File: src/rtl/ahb_apb_bridge_slave.sv
// AHB-Lite slave side of the AHB-to-APB bridge.
// Runs each legal AHB transfer as one APB SETUP/ACCESS pair.
//
// Ports:
//   clk, rst        : clock, sync active-high reset
//   hwrite..hwdata  : AHB-Lite address/data phase inputs
//   hrdata, hreadyout, hresp : AHB-Lite slave response
//   paddr, pwdata, pwrite, psel, penable : APB request
//   prdata, pready  : APB completion
module ahb_apb_bridge_slave #(
  parameter logic [31:0] BASE_ADDR   = 32'h8000_0000,
  parameter int          NSLV        = 3,
  parameter int          REGION_BITS = 26
) (
  input  logic            clk,
  input  logic            rst,
  input  logic            hwrite,
  input  logic [1:0]      htrans,
  input  logic [2:0]      hsize,
  input  logic [2:0]      hburst,
  input  logic            hreadyin,
  input  logic [31:0]     haddr,
  input  logic [31:0]     hwdata,
  output logic [31:0]     hrdata,
  output logic            hreadyout,
  output logic [1:0]      hresp,
  output logic [31:0]     paddr,
  output logic [31:0]     pwdata,
  output logic            pwrite,
  output logic [NSLV-1:0] psel,
  output logic            penable,
  input  logic [31:0]     prdata,
  input  logic            pready
);

  localparam logic [2:0] S_IDLE   = 3'd0;
  localparam logic [2:0] S_WDATA  = 3'd1;
  localparam logic [2:0] S_SETUP  = 3'd2;
  localparam logic [2:0] S_ACCESS = 3'd3;
  localparam logic [2:0] S_ERR1   = 3'd4;
  localparam logic [2:0] S_ERR2   = 3'd5;

  // Window size; 33 bits so a window reaching 4 GB still compares.
  localparam logic [32:0] SPAN =
    33'(NSLV) << REGION_BITS;

  logic [2:0]      state;
  logic [2:0]      state_d;
  logic [NSLV-1:0] sel_q;
  logic [NSLV-1:0] sel_d;
  logic [31:0]     off;
  logic [31:0]     idx;
  logic            in_win;
  logic            legal;
  logic            valid;
  logic            unused;

  // Burst type and SEQ/NONSEQ distinction do not steer the FSM.
  assign unused = ^{hburst, htrans[0]};

  assign off    = haddr - BASE_ADDR;
  assign idx    = off >> REGION_BITS;
  assign in_win = (haddr >= BASE_ADDR) &&
                  ({1'b0, off} < SPAN);
  assign legal  = in_win && (hsize <= 3'b010);
  assign valid  = hreadyin && htrans[1] && hreadyout;

  always_comb begin
    sel_d = '0;
    for (int i = 0; i < NSLV; i++) begin
      if (idx == 32'(i)) sel_d[i] = 1'b1;
    end
  end

  always_comb begin
    state_d = state;
    case (state)
      S_IDLE: begin
        if (valid) begin
          if (!legal)      state_d = S_ERR1;
          else if (hwrite) state_d = S_WDATA;
          else             state_d = S_SETUP;
        end
      end
      S_WDATA:  state_d = S_SETUP;
      S_SETUP:  state_d = S_ACCESS;
      S_ACCESS: if (pready) state_d = S_IDLE;
      S_ERR1:   state_d = S_ERR2;
      S_ERR2:   state_d = S_IDLE;
      default:  state_d = S_IDLE;
    endcase
  end

  always_ff @(posedge clk) begin
    if (rst) begin
      state  <= S_IDLE;
      sel_q  <= '0;
      paddr  <= '0;
      pwrite <= 1'b0;
      pwdata <= '0;
      hrdata <= '0;
    end else begin
      state <= state_d;
      // APB request fields only move on a new legal
      // address phase, so they hold through ACCESS.
      if (state == S_IDLE && valid && legal) begin
        paddr  <= haddr;
        pwrite <= hwrite;
        sel_q  <= sel_d;
      end
      if (state == S_WDATA) pwdata <= hwdata;
      if (state == S_ACCESS && pready && !pwrite)
        hrdata <= prdata;
    end
  end

  // Responses come from the registered state only.
  assign hreadyout = (state == S_IDLE) ||
                     (state == S_ERR2);
  assign hresp     = (state == S_ERR1 ||
                      state == S_ERR2) ? 2'b01 : 2'b00;
  assign psel      = (state == S_SETUP ||
                      state == S_ACCESS) ? sel_q : '0;
  assign penable   = (state == S_ACCESS);

endmodule

File: config.mk
export PLATFORM = sky130hd
export DESIGN_NAME = ahb_apb_bridge_slave
export DESIGN_NICKNAME = d
export VERILOG_FILES = /design/src/rtl/ahb_apb_bridge_slave.sv
export SDC_FILE = /design/constraint.sdc
export NUM_CORES = 1
export LEC_CHECK = 0
export BUFFER_PORTS_ARGS = -buffer_cell sky130_fd_sc_hd__buf_2
export CORE_MARGIN = 3
export CORE_UTILIZATION = 39
export CTS_CLUSTER_SIZE = 16
export DETAILED_ROUTE_END_ITERATION = 6
export PLACE_DENSITY = 0.75
export RECOVER_POWER = 25
export SLEW_MARGIN = 30
export SYNTH_ARGS = -nofsm -noshare
export SYNTH_HDL_FRONTEND = slang
export SYNTH_SLANG_ARGS = --single-unit
File: constraint.sdc
create_clock -name clk -period 1.25 [get_ports clk]
set_input_delay 0.0625 -clock clk [delete_from_list [all_inputs] [get_ports clk]]
set_output_delay 0.0625 -clock clk [all_outputs]
set_load 0.02 [all_outputs]
==> results.py, run 1 <==
metrics = {
    "grt": {
        "grt_first_pass_wirelength_mm": 22.2,
        "largest_net_degree_at_the_start_of_global_routing": 47,
        "antenna_found_initial": 1,
        "global_route.overflow_total": 0,
        "grtUsageTotal": 0.247,
        "first_global_vias": 4651,
    },
    "route": {
        "antenna_left": 0,
        "route.final.wire_length_mm": 15.5,
        "dr.first_iter.drc_count": 206,
        "detail_route.drc_violations": 0,
        "via_count": 4646,
        "drt_pass1_iterations": 4,
        "via_per_inst": 5.00,
        "routed_wire_length_per_instance_um": 16.7,
    },
    "placement": {
        "place_inst": 796,
        "place_congestion": 0.775,
        "numPortBuffers": 207,
        "placement.setup.worst_slack_ps": -162,
        "place_hpwl_mm": 7.87,
    },
    "setup_path": {
        "cp-end-kind": "flip-flop",
        "critical_path.n_buffers_inverters": 2,
        "critical_path_rt_ps": 1530,
        "setup.worst_path.start_class": "flip-flop",
        "max_stage_delay_ps": 370,
        "crit_type": "flip-flop to flip-flop",
        "endpoint_arrival_time_on_the_critical_path_ps": 1750,
        "path_delay_family": "simple AND/OR/NAND/NOR gates",
        "crit_fanout": 8,
        "timing.critical_path.cells": "and2b_2 > and4b_2 > buf_6 > buf_12 > nand2_2 > a21oi_2",
        "cpMaxStageDelayCell": "sky130_fd_sc_hd__dfxtp_4",
    },
    "die": {
        "ioPinCount": 213,
        "initial_utilization": 0.403,
        "die_width_um": 104,
        "core-area_um2": 9280,
        "std_cell_rows": 35,
        "die-area_um2": 10800,
        "die_y_um": 104,
    },
    "power": {
        "combinationalPowerShare": 0.156,
        "internal_power_contribution_mw": 4.78,
        "seq_power_share": 0.524,
        "power.switching_fraction": 0.254,
        "vdd_drop_max_mv": 0.822,
        "leakage_power_nw": 3.13,
        "power-per-cell-area_nw_per_um2": 902,
        "clkPwrFrac": 0.320,
        "p_sw_mw": 1.63,
    },
    "yosys": {
        "synthesis.instances": 473,
        "syn_area_per_cell_um2": 7.91,
        "ys_ff_latch": 103,
        "synthDistinctLibCells": 35,
        "synth_fp_nets": 582,
        "ys_seq_area_frac": 0.551,
        "synth_area_um2": 3740,
        "ys_warn_count": 0,
    },
    "cells_and_area": {
        "layout_common_cells": "sky130_fd_sc_hd__buf_2, sky130_fd_sc_hd__nand2_1, sky130_fd_sc_hd__dfxtp_1",
        "mostFrequentLayoutCell": "sky130_fd_sc_hd__buf_2",
        "finalNonFillerCells": 930,
        "layout.area.seq_um2": 2070,
        "area_of_the_multi_input_gates_um2": 2080,
        "nNetsFinal": 905,
        "post_route_cells_drive_above_1_share": 0.464,
        "syn_to_final_growth_pct": 89.7,
        "utilization": 0.765,
        "fill_cells": 651,
    },
    "run": {
        "drv_cap": 0,
    },
    "sta": {
        "setup-violations-final": 107,
        "max_slew_margin": 0.663,
        "min_period_over_period": 1.17,
        "fin_worst_skew_ps": 13.5,
        "fin_ws_ps": -219,
        "rsz0062_at_grt": "yes",
        "fmax_mhz": 681,
        "timing.final.hold_violations": 0,
        "final-max-slew-violation-count": 0,
        "period_needed_ps": 1470,
        "tightestPinTransition_ps": 506,
    },
    "cts": {
        "worst_skew_pair.late_latency_ps": 350,
        "h-tree-depth": 3,
        "cts-buffers-inserted": 9,
        "cts.sink_count": 103,
        "cts_root_buffer": "sky130_fd_sc_hd__clkbuf_8",
        "cts_max_path_buffers": 2,
        "worst_setup_hold_path_clk_slew_ps": 90,
        "cts_tree": "yes",
    },
    "run_status": {
        "failed_checks": "negative setup slack",
        "run_status": "finished with violations",
    },
    "hold_path": {
        "hold_class": "primary input to flip-flop",
    },
}
## cells by family (layout without fill, tap and decap cells)
group / after synthesis / count (layout) / synth area share
flip-flops: 103 / 103 / 0.551
other: 1 / 2 / 0.00100
AND/OR/NAND/NOR: 227 / 230 / 0.253
buffers and inverters: 36 / 360 / 0.0461
multiplexers: 1 / 1 / 0.00267
XOR/XNOR: 2 / 2 / 0.00468
AO/OA/AOI/OAI: 103 / 103 / 0.142
## path summary, 6_finish.rpt
check	start	endpoint	slack [ps]	cells after the start
worst max-delay path	state[2]$_SDFFE_PP0P_	hrdata[11]$_SDFFE_PP0P_	-220	6
worst min-delay path	htrans[1]	state[0]$_SDFFE_PP0P_	30	3
worst max register to register	state[2]$_SDFFE_PP0P_	hrdata[11]$_SDFFE_PP0P_	-220	6
worst min register to register	hrdata[10]$_SDFFE_PP0P_	hrdata[10]$_SDFFE_PP0P_	460	2
## metrics by stage
stage	setup TNS [ps]	instance area (um^2)	hold WS (ps)	power [mW]
final	-17070	7100	31.6	6.41
after global routing	-23930	7100	12.6	6.63
after detailed placement	-8350	5030	309	3.99
after global placement	-4280	5030	302	3.97
after floorplan	-148	3800	193	3.70
after CTS	-10030	6410	12.2	6.26
## what timing repair did
| action | 4_1_cts | 5_1_grt |
|---|---|---|
| gates resized for setup | 50 | 149 |
| pin swaps | 37 | 51 |
| hold endpoints to repair | 93 | 0 |
| hold buffers | 93 | 0 |
| endpoints found under the setup margin | 108 | 108 |
| setup buffers | 6 | 10 |
| cloned | 3 | 8 |
## cell type report
class                           count  share of cell area
Tap cell                          129              0.0227
Clock inverter                      4             0.00793
Sequential cell                   103               0.292
Multi-Input combinational cell    337               0.293
Clock buffer                       11              0.0185
Antenna cell                        1            0.000352
Timing Repair Buffer              345               0.366
## synth_stat cells
library cell,instances,share of area
sky130_fd_sc_hd__buf_6,3,0.0090
sky130_fd_sc_hd__and2_1,6,0.010
sky130_fd_sc_hd__and3_1,1,0.0017
sky130_fd_sc_hd__a21oi_1,97,0.13
sky130_fd_sc_hd__buf_2,6,0.0080
sky130_fd_sc_hd__and2b_1,1,0.0020
sky130_fd_sc_hd__and3b_1,1,0.0023
sky130_fd_sc_hd__nand4b_1,1,0.0023
sky130_fd_sc_hd__nand4_1,2,0.0033
sky130_fd_sc_hd__nor3b_1,1,0.0020
sky130_fd_sc_hd__conb_1,1,0.0010
sky130_fd_sc_hd__nand2b_1,1,0.0017
sky130_fd_sc_hd__buf_4,2,0.0040
sky130_fd_sc_hd__nor2b_1,2,0.0033
sky130_fd_sc_hd__nand3_1,3,0.0040
sky130_fd_sc_hd__xnor2_1,1,0.0023
sky130_fd_sc_hd__a2111o_1,1,0.0030
sky130_fd_sc_hd__and4b_1,1,0.0027
sky130_fd_sc_hd__nor4_1,2,0.0033
sky130_fd_sc_hd__mux2i_1,1,0.0027
sky130_fd_sc_hd__clkbuf_1,25,0.025
sky130_fd_sc_hd__and4bb_2,1,0.0033
sky130_fd_sc_hd__nand2_1,189,0.19
sky130_fd_sc_hd__a22oi_1,1,0.0020
sky130_fd_sc_hd__nor3_1,1,0.0013
sky130_fd_sc_hd__dfxtp_1,103,0.55
sky130_fd_sc_hd__nor2_1,10,0.010
sky130_fd_sc_hd__a221o_1,1,0.0027
sky130_fd_sc_hd__nand3b_1,1,0.0020
sky130_fd_sc_hd__xor2_1,1,0.0023
sky130_fd_sc_hd__nor4_2,1,0.0033
sky130_fd_sc_hd__a31oi_1,1,0.0017
sky130_fd_sc_hd__o21ai_0,2,0.0027
sky130_fd_sc_hd__or3b_2,1,0.0023
sky130_fd_sc_hd__and4_1,1,0.0023
## flip-flops by register name, summed over array words and instances, names as in the netlist
signal and count:
paddr 32, state 3, pwrite 1, pwdata 32
hrdata 32, sel_q 3
## worst min-delay path: cells and delay by family
family | cells | cell delay (ps)
buf+inv | 1 | 120
compound gates | 1 | 60
simple gates | 1 | 100
## per-layer routing
layer,global-route usage,vias up,share of wire
li1,-,2188,-
met1,0.271,2190,0.39
met2,0.467,223,0.51
met3,0.0478,45,0.056
met4,0.0940,0,0.038
met5,0,-,0
## power by group through the flow
stage / registers [mW] / clock network, mW / logic (mW)
after floorplan: 3.48 / 0 / 0.218
after global placement: 3.43 / 0 / 0.544
after detailed placement: 3.43 / 0 / 0.557
after CTS: 3.35 / 2.08 / 0.821
after global routing: 3.36 / 2.21 / 1.05
final: 3.36 / 2.05 / 0.997
Note: power is estimated with default switching activity, not from simulation.
==> run 2: changes to the inputs <==
Settings changed: CORE_MARGIN 3 to 5.
==> run 2 against run 1 <==
The run still ends with negative setup slack left. Via count decreased by 1.3%. Power fell by 4.4%. Core utilization down 4.8 points. Combinational power is 6.0% lower. Global-route usage decreased by 1.7 points. Maximum frequency up 1.7%. Sequential power is essentially flat. Non-clock buffer count shrank 3. Final cell count shrank 0.32%. First-iteration DRC count up 17%. Die area up 7.8%. Wire length fell by 3.2%. Highest routed layer unchanged.
==> results.py, run 2 (synthesis results as in run 1) <==
metrics = {
    "sta": {
        "timing.final.hold_violations": 0,
        "period_needed_ps": 1440,
        "fin_worst_skew_ps": 9.58,
        "rsz0062_at_grt": "yes",
        "fin_ws_ps": -194,
        "setup-violations-final": 103,
        "hold_slack_ps": 37.5,
        "min_period_over_period": 1.16,
        "final-max-slew-violation-count": 0,
        "fmax_mhz": 692,
    },
    "die": {
        "std_cell_rows": 35,
        "ioPinCount": 213,
        "die_width_um": 108,
        "initial_utilization": 0.403,
        "die_y_um": 108,
        "core-area_um2": 9280,
        "die-area_um2": 11700,
    },
    "setup_path": {
        "timing.reg2reg.worst_path_depth": 6,
        "setup.reg_to_reg.worst_slack_ps": -190,
        "crit_type": "flip-flop to flip-flop",
        "setup.worst_path.start_class": "flip-flop",
        "cp-end-kind": "flip-flop",
        "crit_fanout": 8,
        "worst_r2r_endpoint": "hrdata[2]$_SDFFE_PP0P_",
        "critical_path_rt_ps": 1540,
        "endpoint_arrival_time_on_the_critical_path_ps": 1740,
        "worstReg2RegStart": "state[2]$_SDFFE_PP0P_",
    },
    "placement": {
        "numPortBuffers": 207,
        "place_hpwl_mm": 8.12,
        "place_inst": 794,
        "post_detailed_placement_cell_area_um2": 4990,
        "place_congestion": 0.786,
    },
    "cells_and_area": {
        "nNetsFinal": 902,
        "largest_registers": "hrdata (32), paddr (32), pwdata (32)",
        "layout_common_cells": "sky130_fd_sc_hd__nand2_1, sky130_fd_sc_hd__buf_2, sky130_fd_sc_hd__dfxtp_1",
        "mostFrequentLayoutCell": "sky130_fd_sc_hd__nand2_1",
        "utilization": 0.717,
        "syn_to_final_growth_pct": 77.8,
        "post-route-cell-area_um2": 6660,
        "post_route_cells_drive_above_1_share": 0.356,
        "finalNonFillerCells": 927,
    },
    "route": {
        "drt_pass1_iterations": 5,
        "dr.first_iter.drc_count": 241,
        "route.final.wire_length_mm": 15.0,
        "detail_route.drc_violations": 0,
        "antenna_left": 0,
        "via_per_inst": 4.94,
        "via_count": 4584,
        "routed_wire_length_per_instance_um": 16.2,
    },
    "cts": {
        "cts-buffers-inserted": 9,
        "cts_tree": "yes",
        "worst_skew_pair.late_latency_ps": 350,
        "worst_setup_hold_path_clk_slew_ps": 100,
        "cts_max_path_buffers": 2,
        "cts_root_buffer": "sky130_fd_sc_hd__clkbuf_8",
        "h-tree-depth": 3,
        "cts.sink_count": 103,
    },
    "power": {
        "power-per-cell-area_nw_per_um2": 920,
        "leakage_power_nw": 2.83,
        "vdd_drop_max_mv": 0.612,
        "fin_total_pwr_mw": 6.12,
    },
    "grt": {
        "global_route.overflow_total": 0,
        "grtUsageTotal": 0.230,
        "largest_net_degree_at_the_start_of_global_routing": 45,
        "grt_first_pass_wirelength_mm": 21.5,
        "antenna_found_initial": 1,
        "first_global_vias": 4486,
    },
    "hold_path": {
        "min_from": "htrans[1]",
        "timing.hold.worst_endpoint": "state[2]$_SDFFE_PP0P_",
        "hold_path_depth": 3,
        "hold_class": "primary input to flip-flop",
    },
    "run_status": {
        "run_status": "finished with violations",
        "failed_checks": "negative setup slack",
    },
    "run": {
        "drv_cap": 0,
    },
}
[run 2: critical path: stages (launching register included)]
cell and delay (ps):
sky130_fd_sc_hd__dfxtp_2 350, sky130_fd_sc_hd__and2b_2 240, sky130_fd_sc_hd__buf_6 100, sky130_fd_sc_hd__and4b_4 310, sky130_fd_sc_hd__clkbuf_16 180, sky130_fd_sc_hd__nand2_1 80
sky130_fd_sc_hd__a21oi_2 120
[run 2: report_power, final]
| part | internal, mW | switching (mW) | leakage [nW] | total [mW] |
|---|---|---|---|---|
| Combinational | 0.513 | 0.424 | 1.92 | 0.937 |
| Sequential | 3.33 | 0.0276 | 0.832 | 3.36 |
| Clock | 0.727 | 1.10 | 0.0760 | 1.83 |
| Total | 4.57 | 1.56 | 2.83 | 6.12 |
[run 2: metal layers]
metal,vias up,global-route usage,share of wire
li1,2181,-,-
met1,2135,0.242,0.38
met2,222,0.430,0.51
met3,46,0.0573,0.076
met4,0,0.100,0.037
met5,-,0,0
[run 2: repair_timing]
action | CTS | global route
pin swaps | 23 | 8
hold endpoints to repair | 96 | 1
hold buffers | 94 | 1
endpoints found under the setup margin | 105 | 108
gates resized for setup | 43 | 33
gates cloned | 4 | 9
setup buffers | 7 | 2
[run 2: layout make-up]
cell class | instances | area (um^2)
Antenna cell | 1 | 2.50
Clock buffer | 11 | 131
Clock inverter | 4 | 32.5
Fill cell | 683 | 2630
Multi-Input combinational cell | 337 | 1700
Sequential cell | 103 | 2070
Tap cell | 129 | 161
Timing Repair Buffer | 342 | 2560
[run 2: worst max-delay path by stage]
stage	from	end	slack (ps)	depth (start not counted)
after global placement	state[1]$_SDFFE_PP0P_	sel_q[0]$_SDFFE_PP0P_	-110	5
after floorplan	state[1]$_SDFFE_PP0P_	sel_q[0]$_SDFFE_PP0P_	-20	5
after global routing	state[2]$_SDFFE_PP0P_	hrdata[2]$_SDFFE_PP0P_	-240	6
after detailed placement	state[1]$_SDFFE_PP0P_	paddr[23]$_SDFFE_PP0P_	-150	6
after CTS	state[2]$_SDFFE_PP0P_	sel_q[0]$_SDFFE_PP0P_	-170	6
final	state[2]$_SDFFE_PP0P_	hrdata[2]$_SDFFE_PP0P_	-190	6
[run 2: through the flow]
step	TNS (ps)	setup WS (ps)
after floorplan	-148	-15.5
after global placement	-3370	-108
after detailed placement	-7430	-155
after CTS	-8160	-166
after global routing	-17480	-240
final	-10840	-194
==> run 3: changes to the inputs <==
Settings changed: SKIP_CTS_REPAIR_TIMING from default to 1.
==> run 3 against run 2 <==
The flow still finishes with violations (negative setup slack). First-iteration DRC count increased by 39%. Sequential power is essentially flat. Critical endpoint is now paddr[1]$_SDFFE_PP0P_. Combinational power is 3.2% lower. Sequential share of layout area is essentially flat. Die area unchanged. Clock skew rose by 2.6 ps. Cell area increased by 0.23%. Hold slack worse by 18 ps. Largest power group unchanged. Clock-buffer cell count is the same. Setup slack worse by 51 ps.
==> results.py, run 3 (synthesis results as in run 1) <==
metrics = {
    "grt": {
        "global_route.overflow_total": 0,
        "grt_first_pass_wirelength_mm": 16.8,
        "first_global_vias": 3650,
        "grtUsageTotal": 0.176,
        "antenna_found_initial": 0,
        "largest_net_degree_at_the_start_of_global_routing": 45,
    },
    "sta": {
        "timing.final.hold_violations": 0,
        "rsz0062_at_grt": "yes",
        "setup-violations-final": 107,
        "hold_slack_ps": 19.1,
        "totalNegativeSetupSlack_ps": -12150,
        "fin_ws_ps": -245,
        "fin_worst_skew_ps": 12.2,
        "final-max-slew-violation-count": 0,
        "period_needed_ps": 1500,
        "fmax_mhz": 669,
        "min_period_over_period": 1.20,
    },
    "cells_and_area": {
        "post_route_cells_drive_above_1_share": 0.384,
        "largest_registers": "hrdata (32), paddr (32), pwdata (32)",
        "syn_to_final_growth_pct": 78.2,
        "layout_common_cells": "sky130_fd_sc_hd__buf_2, sky130_fd_sc_hd__nand2_1, sky130_fd_sc_hd__dfxtp_1",
        "utilization": 0.718,
        "finalNonFillerCells": 919,
        "nNetsFinal": 895,
        "num_antenna_cells": 0,
        "fill_cells": 691,
        "mostFrequentLayoutCell": "sky130_fd_sc_hd__buf_2",
    },
    "route": {
        "antenna_left": 0,
        "route.final.wire_length_mm": 14.5,
        "detail_route.drc_violations": 0,
        "routed_wire_length_per_instance_um": 15.8,
        "drt_pass1_iterations": 5,
        "via_count": 4547,
        "dr.first_iter.drc_count": 335,
        "via_per_inst": 4.95,
    },
    "power": {
        "leakage_power_nw": 2.89,
        "vdd_drop_max_mv": 0.587,
        "internal_power_contribution_mw": 4.54,
        "seq_power_share": 0.550,
        "clkPwrFrac": 0.302,
        "power-per-cell-area_nw_per_um2": 914,
        "combinationalPowerShare": 0.149,
        "p_sw_mw": 1.56,
        "power.switching_fraction": 0.256,
    },
    "die": {
        "die-area_um2": 11700,
        "initial_utilization": 0.403,
        "core-area_um2": 9280,
        "ioPinCount": 213,
        "die_width_um": 108,
        "std_cell_rows": 35,
        "die_y_um": 108,
    },
    "setup_path": {
        "max_stage_delay_ps": 370,
        "setup.reg_to_reg.worst_slack_ps": -250,
        "endpoint_arrival_time_on_the_critical_path_ps": 1790,
        "worstReg2RegStart": "state[1]$_SDFFE_PP0P_",
        "cpMaxStageDelayCell": "sky130_fd_sc_hd__dfxtp_4",
        "cp-end-kind": "flip-flop",
        "setup.worst_path.start_class": "flip-flop",
        "crit_type": "flip-flop to flip-flop",
        "timing.critical_path.cells": "nor4_4 > and4_4 > buf_12 > clkbuf_16 > nand2_1 > a21oi_2",
        "worst_r2r_endpoint": "paddr[1]$_SDFFE_PP0P_",
        "critical_path_rt_ps": 1540,
        "crit_fanout": 5,
        "timing.reg2reg.worst_path_depth": 6,
    },
    "placement": {
        "place_hpwl_mm": 8.12,
        "place_congestion": 0.786,
        "place_inst": 794,
        "numPortBuffers": 207,
    },
    "run_status": {
        "run_status": "finished with violations",
        "failed_checks": "negative setup slack",
    },
    "cts": {
        "cts_max_path_buffers": 2,
        "worst_skew_pair.late_latency_ps": 350,
        "worst_setup_hold_path_clk_slew_ps": 100,
        "h-tree-depth": 3,
        "cts_tree": "yes",
        "cts-buffers-inserted": 9,
        "cts.sink_count": 103,
        "cts_root_buffer": "sky130_fd_sc_hd__clkbuf_8",
    },
    "hold_path": {
        "hold_path_depth": 2,
        "min_from": "rst",
        "hold_class": "primary input to flip-flop",
        "timing.hold.worst_endpoint": "paddr[20]$_SDFFE_PP0P_",
    },
    "run": {
        "drv_cap": 0,
    },
}
-- run 3: critical path: cells and delay by family (launching register included) --
family | cells | cell delay (ps)
AO/OA/AOI/OAI | 1 | 150
flip-flops | 1 | 370
AND/OR/NAND/NOR | 3 | 650
buffers and inverters | 2 | 260
-- run 3: worst max path at each step --
stage                                      from                      to  cells after the start
final                     state[1]$_SDFFE_PP0P_   paddr[1]$_SDFFE_PP0P_                      6
after floorplan           state[1]$_SDFFE_PP0P_   sel_q[0]$_SDFFE_PP0P_                      5
after global routing      state[1]$_SDFFE_PP0P_   paddr[6]$_SDFFE_PP0P_                      6
after CTS                 state[2]$_SDFFE_PP0P_                 psel[2]                      4
after global placement    state[1]$_SDFFE_PP0P_   sel_q[0]$_SDFFE_PP0P_                      5
after detailed placement  state[1]$_SDFFE_PP0P_  paddr[23]$_SDFFE_PP0P_                      6
-- run 3: cell type report --
cell class                      count  area (um^2)  share of cell area
Timing Repair Buffer              336         2450               0.367
Sequential cell                   103         2070               0.310
Multi-Input combinational cell    336         1830               0.274
Tap cell                          129          161              0.0242
Clock buffer                       11          131              0.0197
Clock inverter                      4         32.5             0.00488
-- run 3: power groups by stage --
stage               Combinational, mW  Sequential, mW  Clock, mW
global route                    0.969            3.36       2.02
global placement                0.545            3.43          0
floorplan                       0.218            3.48          0
detailed placement              0.555            3.43          0
CTS                             0.557            3.35       1.89
finish                          0.907            3.35       1.84
-- run 3: through the flow --
step	worst slack (ps)	instance area [um^2]	power, mW
3_3_place_gp	-108	4990	3.97
3_5_place_dp	-155	4990	3.98
6_report	-245	6670	6.10
2_1_floorplan	-15.5	3800	3.70
4_1_cts	-242	5150	5.80
5_1_grt	-279	6670	6.35
-- run 3: layer usage --
metal	vias to the layer above	part of all wire	wire length, um	track usage
met3	50	0.075	1090	0.0555
met2	227	0.51	7390	0.306
met1	2111	0.38	5570	0.206
li1	2159	-	-	-
met5	-	0	0	0
met4	0	0.032	470	0.0595
